## config.mk

```make
export PLATFORM = sky130hd
export DESIGN_NAME = nvram_backup_ctrl
export DESIGN_NICKNAME = d
export VERILOG_FILES = /design/src/rtl/nvram_backup_ctrl.sv
export SDC_FILE = /design/constraint.sdc
export NUM_CORES = 1
export LEC_CHECK = 0
export CORE_ASPECT_RATIO = 0.5
export CORE_MARGIN = 2
export CORE_UTILIZATION = 39
export DETAILED_ROUTE_END_ITERATION = 7
export GPL_ROUTABILITY_DRIVEN = 0
export PLACE_DENSITY = 0.65
export SETUP_SLACK_MARGIN = 0.1
export SLEW_MARGIN = 40
export SYNTH_ARGS = -nofsm -noshare
export SYNTH_HDL_FRONTEND = slang
export SYNTH_SLANG_ARGS = --single-unit
```

## constraint.sdc

```tcl
create_clock -name clk_sys -period 6.5 [get_ports clk_sys]
set_input_delay 0.975 -clock clk_sys [delete_from_list [all_inputs] [get_ports clk_sys]]
set_output_delay 0.975 -clock clk_sys [all_outputs]
set_load 0.02 [all_outputs]
```

## src/rtl/nvram_backup_ctrl.sv

```systemverilog
// Save-RAM backup controller: loads a mounted image into NVRAM sector by
// sector, writes it back on request or after a quiet period of no writes.
`timescale 1ns/1ps
module nvram_backup_ctrl #(
   parameter int SECT_W = 4,
   parameter int QUIET_W = 24,
   parameter logic [QUIET_W-1:0] QUIET_CYC = 24'd10_000_000
) (
   input  logic        clk_sys,
   input  logic        reset,
   input  logic        img_mounted,
   input  logic [31:0] img_size,
   input  logic        download,
   input  logic        save_req,
   input  logic        autosave_en,
   input  logic        nvram_we,
   input  logic        sd_ack,
   output logic [31:0] sd_lba,
   output logic        sd_rd,
   output logic        sd_wr,
   output logic        bk_ena,
   output logic        bk_busy,
   output logic        bk_dirty,
   output logic        bk_reset
);

   typedef enum logic [1:0] {IDLE, REQ, XFER} state_t;

   localparam logic [23:0] NSECT = 24'd1 << SECT_W;
   localparam logic [QUIET_W-1:0] QUIET_LAST = QUIET_CYC - QUIET_W'(1);

   state_t state;
   logic mnt_q, dl_q, sav_q, ack_q;
   logic mnt_edge, dl_edge, sav_edge, ack_rise, ack_fall;
   logic pending_load, pending_save, abort, load_mode, dirty;
   logic [SECT_W-1:0] lba, last, load_cnt, size_last;
   logic [QUIET_W-1:0] quiet_cnt;
   logic [23:0] nsec;

   assign mnt_edge = img_mounted & ~mnt_q;
   assign dl_edge  = download & ~dl_q;
   assign sav_edge = save_req & ~sav_q;
   assign ack_rise = sd_ack & ~ack_q;
   assign ack_fall = ~sd_ack & ack_q;

   // sector count of the image, rounded up, clamped to the NVRAM size
   assign nsec = {1'b0, img_size[31:9]} + {23'd0, |img_size[8:0]};
   assign size_last = (nsec >= NSECT) ? '1
                    : nsec[SECT_W-1:0] - SECT_W'(1);

   assign sd_lba   = {{(32-SECT_W){1'b0}}, lba};
   assign bk_busy  = (state != IDLE);
   assign bk_dirty = dirty;

   always_ff @(posedge clk_sys or posedge reset) begin
      if (reset) begin
         state        <= IDLE;
         mnt_q        <= 1'b0;
         dl_q         <= 1'b0;
         sav_q        <= 1'b0;
         ack_q        <= 1'b0;
         pending_load <= 1'b0;
         pending_save <= 1'b0;
         abort        <= 1'b0;
         load_mode    <= 1'b0;
         dirty        <= 1'b0;
         lba          <= '0;
         last         <= '0;
         load_cnt     <= '0;
         quiet_cnt    <= '0;
         sd_rd        <= 1'b0;
         sd_wr        <= 1'b0;
         bk_ena       <= 1'b0;
         bk_reset     <= 1'b0;
      end else begin
         mnt_q    <= img_mounted;
         dl_q     <= download;
         sav_q    <= save_req;
         ack_q    <= sd_ack;
         bk_reset <= 1'b0;

         if (nvram_we || !dirty)
            quiet_cnt <= '0;
         else if (!(&quiet_cnt))
            quiet_cnt <= quiet_cnt + QUIET_W'(1);

         unique case (state)
            IDLE: begin
               abort <= 1'b0;
               if (bk_ena && (pending_load || pending_save) && !dl_edge) begin
                  lba       <= '0;
                  state     <= REQ;
                  load_mode <= pending_load;
                  if (pending_load) begin
                     last         <= load_cnt;
                     pending_load <= 1'b0;
                     sd_rd        <= 1'b1;
                  end else begin
                     last         <= '1;
                     pending_save <= 1'b0;
                     dirty        <= 1'b0;
                     sd_wr        <= 1'b1;
                  end
               end
            end
            REQ: begin
               if (ack_rise) begin
                  sd_rd <= 1'b0;
                  sd_wr <= 1'b0;
                  state <= XFER;
               end
            end
            XFER: begin
               if (ack_fall) begin
                  if (lba == last || abort) begin
                     state <= IDLE;
                     abort <= 1'b0;
                     if (load_mode && !abort) begin
                        bk_reset <= 1'b1;
                        dirty    <= 1'b0;
                     end
                  end else begin
                     lba   <= lba + SECT_W'(1);
                     sd_rd <= load_mode;
                     sd_wr <= ~load_mode;
                     state <= REQ;
                  end
               end
            end
            default: state <= IDLE;
         endcase

         if (mnt_edge) begin
            if (|img_size) begin
               bk_ena       <= 1'b1;
               pending_load <= 1'b1;
               load_cnt     <= size_last;
            end else begin
               bk_ena <= 1'b0;
            end
         end

         if (sav_edge && bk_ena)
            pending_save <= 1'b1;
         if (quiet_cnt == QUIET_LAST && dirty && autosave_en && bk_ena && state == IDLE)
            pending_save <= 1'b1;

         // writes landing in a save re-dirty the image; load traffic does not
         if (nvram_we && !(load_mode && state != IDLE))
            dirty <= 1'b1;

         if (dl_edge) begin
            bk_ena       <= 1'b0;
            pending_load <= 1'b0;
            pending_save <= 1'b0;
            dirty        <= 1'b0;
            if (state != IDLE)
               abort <= 1'b1;
         end
      end
   end

endmodule

```

==> results of run 1 <==
==> sequential cells by signal (all words and copies together), names as in the netlist, named ones only <==
name          cells
quiet_cnt        24
last              4
lba               4
load_cnt          4
state             2
ack_q             1
bk_dirty          1
bk_ena            1
bk_reset          1
dl_q              1
load_mode         1
mnt_q             1
pending_load      1
pending_save      1
sav_q             1
sd_rd             1
sd_wr             1
==> synthesized netlist by cell type (all sizes together) (4+ instances only) <==
master  count  area share [%]
dfrtp      51              39
xor2       22             5.9
nor4       11             2.3
xnor2      12             3.2
buf        30             6.9
inv        14             1.6
and3       12             2.3
nor2b       4            0.76
nand2      23             2.6
nand3      24             3.7
ha          6             2.3
nand4      16             3.0
nor2       39             4.5
and4        7             2.0
clkbuf     12             1.4
nor3        7             1.1
a31oi      11             2.1
o21ai      18             2.7
a21oi      15             2.3
==> cells by family (layout without fill, tap and decap cells) <==
family                     Yosys count  count (layout)  share of synthesized area [%]
AOI/OAI and AO/OA                   67              67                           13.1
xor gates and xnor gates            34              34                           9.07
adders and majority gates            6               6                           2.29
buffers and inverters               56              71                           9.87
DFF                                 51              51                           38.9
muxes                                3               3                          0.990
other                                1              28                          0.114
and+or+nand+nor                    159             159                           25.7
==> power by group through the flow <==
stage          Clock (W)  Combinational [W]  Sequential (W)
6_report        0.000277           0.000224        0.000396
5_1_grt         0.000299           0.000252        0.000403
4_1_cts         0.000284           0.000224        0.000395
3_5_place_dp           0           0.000223        0.000401
3_3_place_gp           0           0.000222        0.000399
2_1_floorplan          0           0.000148        0.000395
==> layer usage <==
metal / vias to the layer above / track usage, % / routed length (um)
met5: - / 0 / 0
met4: 0 / 3.59 / 50
met3: 4 / 2.34 / 279
met2: 79 / 28.1 / 3280
met1: 1308 / 22.3 / 3390
li1: 1384 / - / -
==> cell type report <==
class / instances / area, sq um / area share, %
inverters: 14 / 55.1 / 1.41
repair buffers: 49 / 490 / 12.5
flip-flops and latches: 51 / 1280 / 32.6
well taps: 112 / 140 / 3.58
clock inverters: 1 / 7.51 / 0.192
clock buffers: 7 / 153 / 3.90
multi-input cells: 297 / 1800 / 45.8
==> metrics by stage <==
stage | cells | util, %
after floorplan | 404 | -
after global placement | 523 | 46.3
after detailed placement | 523 | 46.4
after CTS | 531 | 48.4
after global routing | 531 | 48.4
final | 531 | 48.4
==> critical path, cell delays in order <==
cell             delay (ns)
clkdlybuf4s50_1        0.40
nor4_1                 0.27
nand3_1                0.14
ha_1                   0.23
ha_1                   0.26
nand2_1                0.14
and4bb_1               0.30
a311o_1                0.38
a32o_1                 0.23
nor4_2                 0.41
a21oi_1                0.12
==> worst min-delay path by stage <==
stage / end / slack (ns) / depth (start not counted)
6_report: quiet_cnt[4] / 0.52 / 1
4_1_cts: quiet_cnt[4] / 0.52 / 1
2_1_floorplan: quiet_cnt[4] / 0.47 / 1
5_1_grt: last[1] / 0.55 / 2
3_5_place_dp: quiet_cnt[4] / 0.51 / 1
3_3_place_gp: load_cnt[3] / 0.50 / 2
==> flow_summary.json, run 1 <==
{
  "grt_pass1_vias": 2563,
  "min_period_ns": 3.69,
  "worst_hold_path_type": "flop to flop",
  "grt_start_max_net_pins": 52,
  "cts_buffers": 5,
  "power_density_nw_per_um2": 229,
  "dp_slack_ns": 2.53,
  "fillers": 804,
  "status": "finished, final reports clean",
  "antenna_found_initial": 0,
  "post-route-cell-area_sq_um": 3920,
  "internal-power_w": 0.000610,
  "dieArea_sq_um": 9220,
  "rows": 23,
  "placed_area_sq_um": 3750,
  "critPathKind": "primary input to flop",
  "vias": 2775,
  "grt_use_total_pct": 16.3,
  "reg2reg_from": "quiet_cnt[0]",
  "drv_slew": 0,
  "ys_types": 51,
  "avgSynthCellArea_sq_um": 8.71,
  "grt-ovfl-total": 0,
  "fin_ws_ns": 2.81,
  "critPathArrivalTime_ns": 3.85,
  "worstSkewPairLatency_ns": 0.29,
  "worst_slew_pin_slew_ns": 0.743,
  "layout_commonest_cell": "dfrtp_1",
  "cts_root_buffer": "clkbuf_16",
  "ioPinCount": 78,
  "htreeDepth": 2,
  "critical_path.startpoint": "img_size[2]",
  "final_cell_mix": "dfrtp_1 (51), clkdlybuf4s50_1 (49), nor2_1 (39)",
  "wl_um": 7000,
  "synth_flop_cell": "dfrtp_1",
  "switching_share_pct": 31.9,
  "vdd_drop_max_v": 0.000117,
  "antennaDiodeCount": 0,
  "netlist_instances": 377,
  "max_freq_mhz": 271,
  "clock_path_buffers": 2,
  "skew_ns": 0.00706,
  "slew_headroom_pct": 50.3,
  "synthArstFlopShare_pct": 100,
  "dp_hpwl_um": 5170,
  "seq_area_frac_synth_pct": 38.9,
  "cts_sinks": 51,
  "p_total_w": 0.000897,
  "syn_area_sq_um": 3280,
  "drive_gt1_share_pct": 4.30,
  "grt_pass1_wl_um": 12200,
  "r2r_cells": 7,
  "drtPass1Iterations": 4,
  "routed_via_density": 5.23,
  "cts_resized": 0,
  "antenna_left": 0,
  "nets": 464,
  "worst_ep_required_time_ns": 6.66,
  "p_sw_w": 0.000286,
  "rsz0062_at_grt": "false",
  "maxCapViolations": 0,
  "post-cts-setup-buffer-count": 0,
  "crit_path_end": "load_cnt[0]",
  "core-area_sq_um": 8090,
  "synth_edf_count": 0,
  "setup_violations": 0,
  "drc": 0,
  "drt_iter0_drc": 169,
  "clockPowerShare_pct": 30.9,
  "ys_ff_latch": 51,
  "path_clk_slew_ns": 0.07,
  "start_util_pct": 40.6,
  "ys_warn_count": 0,
  "areaGrowthSynthToFinish_pct": 19.3,
  "r2r_slack_ns": 4.21,
  "cp-end-kind": "flop",
  "start_kind": "primary input",
  "seqPwrFrac_pct": 44.1,
  "power_frac_comb_pct": 25.0,
  "hold_viol_final": 0,
  "wl_per_cell_um": 13.2,
  "postCtsHoldBufs": 0,
  "hold_start": "quiet_cnt[4]",
  "crit_fanout": 6,
  "fin_hold_ws_ns": 0.519,
  "r2r_end": "quiet_cnt[11]",
  "port_buffers": 49,
  "die_y_um": 68.9,
  "cts_tree": "built",
  "die_width_um": 134,
  "power.leakage_nw": 1.61,
  "fin_setup_tns_ns": 0,
  "fin_crit_sh_pct": 56.7
}
No activity file was read; power rests on OpenSTA's default activity.
==> run 2, diff against run 1 <==
Clock period 6.5 ns to 3.4 ns, I/O delays scaled along.
==> run 2 against run 1 <==
Non-clock buffer count up 1. Global-route usage decreased by 0.37 points. Hold slack better by 0.0036 ns. Die area unchanged. Sequential share of layout area shrank 0.40 points. Utilization increased by 0.60 points. Critical endpoint unchanged.
==> flow_summary.json, run 2 (synthesis gave the netlist of run 1 again) <==
{
  "max_freq_mhz": 326,
  "dieArea_sq_um": 9220,
  "fin_hold_ws_ns": 0.523,
  "path_delay_family": "simple AND/OR/NAND/NOR gates",
  "worstSkewPairLatency_ns": 0.29,
  "start_kind": "primary input",
  "dp_slack_ns": -0.0346,
  "fin_ws_ns": 0.329,
  "r2r_end": "quiet_cnt[11]",
  "vdd_drop_max_v": 0.000252,
  "post-cts-setup-buffer-count": 0,
  "r2r_slack_ns": 1.14,
  "die_width_um": 134,
  "wl_um": 7020,
  "worst-path-buf-inv": 1,
  "antennaDiodeCount": 0,
  "cts_buffers": 5,
  "cp_cell_sequence": "clkdlybuf4s50_1 -> nor4_1 -> nand3_1 -> ha_1 -> ha_1 -> nand2_1 -> and4bb_1 -> a311o_1 -> a32o_1 -> nor4_4 -> a21oi_1",
  "cp_slowest_cell": "clkdlybuf4s50_1",
  "worst_ep_required_time_ns": 3.57,
  "htreeDepth": 2,
  "worst_slew_pin_slew_ns": 0.732,
  "r2r_cells": 7,
  "cts_resized": 0,
  "wl_per_cell_um": 13.2,
  "power_density_nw_per_um2": 463,
  "final_cell_mix": "dfrtp_1 (51), clkdlybuf4s50_1 (49), nor2_1 (39)",
  "setup_violations": 0,
  "cts_root_buffer": "clkbuf_16",
  "grt_start_max_net_pins": 52,
  "drc": 0,
  "crit_fanout": 6,
  "fillers": 775,
  "maxCapViolations": 0,
  "fin_crit_sh_pct": 90.3,
  "port_buffers": 49,
  "antenna_found_initial": 0,
  "drv_slew": 0,
  "critPathArrivalTime_ns": 3.24,
  "grt_pass1_wl_um": 11700,
  "vias": 2810,
  "postCtsHoldBufs": 0,
  "areaGrowthSynthToFinish_pct": 20.8,
  "critPathMostFrequentCell": "ha_1",
  "grt-ovfl-total": 0,
  "drive_gt1_share_pct": 4.52,
  "ioPinCount": 78,
  "cts_sinks": 51,
  "start_util_pct": 40.6,
  "drtPass1Iterations": 4,
  "die_y_um": 68.9,
  "core-area_sq_um": 8090,
  "largest_reg_flops": 24,
  "reg2reg_from": "quiet_cnt[0]",
  "cp-end-kind": "flop",
  "rows": 23,
  "layout_commonest_cell": "dfrtp_1",
  "hold_depth": 2,
  "power.leakage_nw": 1.64,
  "grt_use_total_pct": 15.9,
  "slew_headroom_pct": 51.0,
  "critPathKind": "primary input to flop",
  "hold_start": "load_cnt[0]",
  "rsz0062_at_grt": "false",
  "dp_hpwl_um": 5170,
  "path_clk_slew_ns": 0.07,
  "drt_iter0_drc": 159,
  "worst_hold_path_type": "flop to flop",
  "min_period_ns": 3.07,
  "grt_pass1_vias": 2571,
  "skew_ns": 0.00381,
  "routed_via_density": 5.28,
  "clock_path_buffers": 2,
  "slowest_delay_ns": 0.40,
  "nets": 465,
  "min_to": "last[0]",
  "cts_tree": "built",
  "status": "finished, final reports clean",
  "regMostFlops": "quiet_cnt",
  "hold_viol_final": 0,
  "antenna_left": 0,
  "post-route-util_pct": 49.0
}
==> run 2: changes by cell type in the layout (fill, tap and decap cells not counted) <==
cell,before,now
bufinv_16,0,2
clkbuf_8,2,0
buf_4,0,1
nor4_2,1,0
nor4_4,0,1
==> run 2: tightest hold or removal path: cells and delay by family (launching register included) <==
kind            cells  cell delay [ns]
compound gates      1             0.06
buf+inv             1             0.05
flops               1             0.38
==> run 2: how the worst max path moves through the flow <==
stage / startpoint / cells past startpoint / to / slack [ns]
2_1_floorplan: img_size[2] / 11 / load_cnt[0] / 0.48
6_report: img_size[2] / 11 / load_cnt[0] / 0.33
5_1_grt: img_size[2] / 11 / load_cnt[0] / 0.16
4_1_cts: img_size[2] / 11 / load_cnt[1] / 0.26
3_5_place_dp: img_size[2] / 11 / load_cnt[1] / -0.03
3_3_place_gp: img_size[2] / 11 / load_cnt[0] / -0.02
==> run 2: layout make-up <==
class                   count  area, sq um  area share (%)
clock buffers               5          125            3.15
clock inverters             3         67.6            1.70
flip-flops and latches     51         1280            32.2
multi-input cells         297         1800            45.5
well taps                 112          140            3.53
inverters                  14         55.1            1.39
repair buffers             50          498            12.6
==> run 2: routing by layer <==
metal | part of all wire (%) | routed length, um | vias up | global-route usage, %
li1 | - | - | 1388 | -
met1 | 47 | 3330 | 1322 | 20.8
met2 | 46 | 3230 | 93 | 27.9
met3 | 5.5 | 384 | 7 | 2.85
met4 | 1.0 | 70 | 0 | 4.39
met5 | 0 | 0 | - | 0
==> run 2: power breakdown <==
| group | internal (W) | total, W | leakage (nW) | switching [W] |
|---|---|---|---|---|
| Sequential | 0.000668 | 0.000755 | 0.651 | 0.0000869 |
| Combinational | 0.000187 | 0.000433 | 0.903 | 0.000246 |
| Clock | 0.000422 | 0.000647 | 0.0900 | 0.000226 |
==> run 2: through the flow <==
step,setup TNS [ns],instance area [sq um],std cells,power [W]
global route,0,3970,532,0.00193
global placement,-0.0701,3750,524,0.00119
CTS,0,3950,532,0.00184
floorplan,0,3390,404,0.00104
detailed placement,-0.114,3760,524,0.00120
finish,0,3970,532,0.00183
==> run 3, diff against run 2 <==
Settings changed: CAP_MARGIN from default to 20, CORE_MARGIN 2 to 5.
==> run 3 against run 2 <==
First-iteration DRC count rose by 12%. Clock skew fell by 0.00079 ns. Global-route usage fell by 2.3 points. Critical path depth did not move. Sequential cell count did not move. Fmax fell by 1.3%. Utilization fell by 0.41 points. Combinational power barely moved. Largest cell class unchanged. Largest power group unchanged.
==> flow_summary.json, run 3 (synthesis gave the netlist of run 1 again) <==
{
  "status": "finished, final reports clean",
  "path_delay_family": "simple AND/OR/NAND/NOR gates",
  "critPathKind": "primary input to flop",
  "ioPinCount": 78,
  "slowest_delay_ns": 0.40,
  "clock_path_buffers": 2,
  "placed_area_sq_um": 3760,
  "die_width_um": 140,
  "cp_slowest_cell": "clkdlybuf4s50_1",
  "critPathMostFrequentCell": "ha_1",
  "antenna_left": 0,
  "dp_hpwl_um": 5410,
  "slew_headroom_pct": 52.5,
  "max_freq_mhz": 321,
  "rows": 23,
  "maxCapViolations": 0,
  "worst-path-buf-inv": 1,
  "cts_sinks": 51,
  "fin_crit_sh_pct": 91.5,
  "antenna_found_initial": 0,
  "grt_start_max_net_pins": 52,
  "r2r_slack_ns": 1.14,
  "vias": 2787,
  "drtPass1Iterations": 4,
  "cp-end-kind": "flop",
  "power_density_nw_per_um2": 448,
  "wl_per_cell_um": 13.6,
  "min_period_ns": 3.11,
  "vdd_drop_max_v": 0.000196,
  "regMostFlops": "quiet_cnt",
  "cts_buffers": 5,
  "path_clk_slew_ns": 0.07,
  "power.leakage_nw": 1.64,
  "worst_slew_pin_slew_ns": 0.710,
  "r2r_end": "quiet_cnt[11]",
  "cp_cell_sequence": "clkdlybuf4s50_1 -> nor4_1 -> nand3_1 -> ha_1 -> ha_1 -> nand2_1 -> and4bb_1 -> a311o_1 -> a32o_1 -> nor4_4 -> a21oi_1",
  "setup_violations": 0,
  "drt_iter0_drc": 178,
  "areaGrowthSynthToFinish_pct": 20.2,
  "routed_via_density": 5.24,
  "reg2reg_from": "quiet_cnt[0]",
  "post-cts-setup-buffer-count": 0,
  "drv_slew": 0,
  "worstSkewPairLatency_ns": 0.29,
  "htreeDepth": 2,
  "postCtsHoldBufs": 0,
  "grt_pass1_wl_um": 11700,
  "skew_ns": 0.00302,
  "critical_path.startpoint": "img_size[2]",
  "cts_tree": "built",
  "nets": 465,
  "drive_gt1_share_pct": 4.52,
  "grt_use_total_pct": 13.6,
  "core-area_sq_um": 8120,
  "grt-ovfl-total": 0,
  "crit_path_end": "load_cnt[3]",
  "die_y_um": 74.9,
  "wl_um": 7240,
  "post-route-cell-area_sq_um": 3950,
  "cts_root_buffer": "clkbuf_16",
  "final_cell_mix": "dfrtp_1 (51), clkdlybuf4s50_1 (49), nor2_1 (39)",
  "layout_commonest_cell": "dfrtp_1",
  "crit_fanout": 6,
  "largest_reg_flops": 24,
  "r2r_cells": 7,
  "worst_ep_required_time_ns": 3.56,
  "grt_pass1_vias": 2561,
  "worst_hold_path_type": "flop to flop",
  "antennaDiodeCount": 0,
  "drc": 0,
  "start_util_pct": 40.5,
  "hold_depth": 2,
  "rsz0062_at_grt": "false",
  "worstSetupPathDepth": 11,
  "fin_hold_ws_ns": 0.528,
  "hold_viol_final": 0,
  "port_buffers": 49,
  "critPathArrivalTime_ns": 3.27,
  "dieArea_sq_um": 10500,
  "start_kind": "primary input"
}
-- run 3: changes by cell type in the layout (fill, tap and decap cells not counted) --
cell / change
clkinvlp_4: -1
bufinv_16: -1
clkbuf_8: +1
clkinv_2: +1
-- run 3: how the worst min path moves through the flow --
stage,startpoint,endpoint
final,load_cnt[0],last[0]
after global routing,load_cnt[0],load_cnt[0]
after CTS,load_cnt[0],last[0]
after detailed placement,load_cnt[0],last[0]
after global placement,load_cnt[3],load_cnt[3]
after floorplan,quiet_cnt[4],quiet_cnt[4]
-- run 3: what timing repair did --
item | 4_1_cts | 5_1_grt
endpoints found under the hold margin | 0 | 0
setup endpoints to repair | 0 | 4
gates resized for setup | 0 | 1
-- run 3: layout make-up --
class	count	area, sq um
Fill cell	793	4170
Clock inverter	2	35.0
Tap cell	112	140
Clock buffer	6	139
Timing Repair Buffer	50	498
Sequential cell	51	1280
Inverter	14	55.1
Multi-Input combinational cell	297	1800
-- run 3: routing by layer --
layer | global-route usage [%] | vias to the layer above | part of all wire [%]
li1 | - | 1382 | -
met1 | 18.1 | 1329 | 48
met2 | 23.5 | 74 | 47
met3 | 2.79 | 2 | 5.1
met4 | 3.44 | 0 | 0.47
met5 | 0 | - | 0
-- run 3: through the flow --
stage	std cells	worst slack, ns	setup TNS, ns	power [W]	util (%)
6_report	532	0.289	0	0.00177	48.6
5_1_grt	532	0.0847	0	0.00186	48.6
4_1_cts	532	0.234	0	0.00178	48.4
3_5_place_dp	524	-0.0468	-0.119	0.00120	46.3
3_3_place_gp	524	-0.0339	-0.128	0.00119	46.2
2_1_floorplan	404	0.481	0	0.00104	-
-- run 3: where the power goes --
part | leakage [nW] | switching (W) | total, W | internal, W
Sequential | 0.651 | 0.0000860 | 0.000754 | 0.000668
Combinational | 0.903 | 0.000245 | 0.000432 | 0.000187
Clock | 0.0868 | 0.000217 | 0.000583 | 0.000366
-- run 3: worst reg2reg max path, delay by kind of cell (launching register included) --
kind | cells | cell delay [ns]
simple gates | 5 | 1.38
compound gates | 1 | 0.14
flops | 1 | 0.41
fa+ha+maj | 1 | 0.24
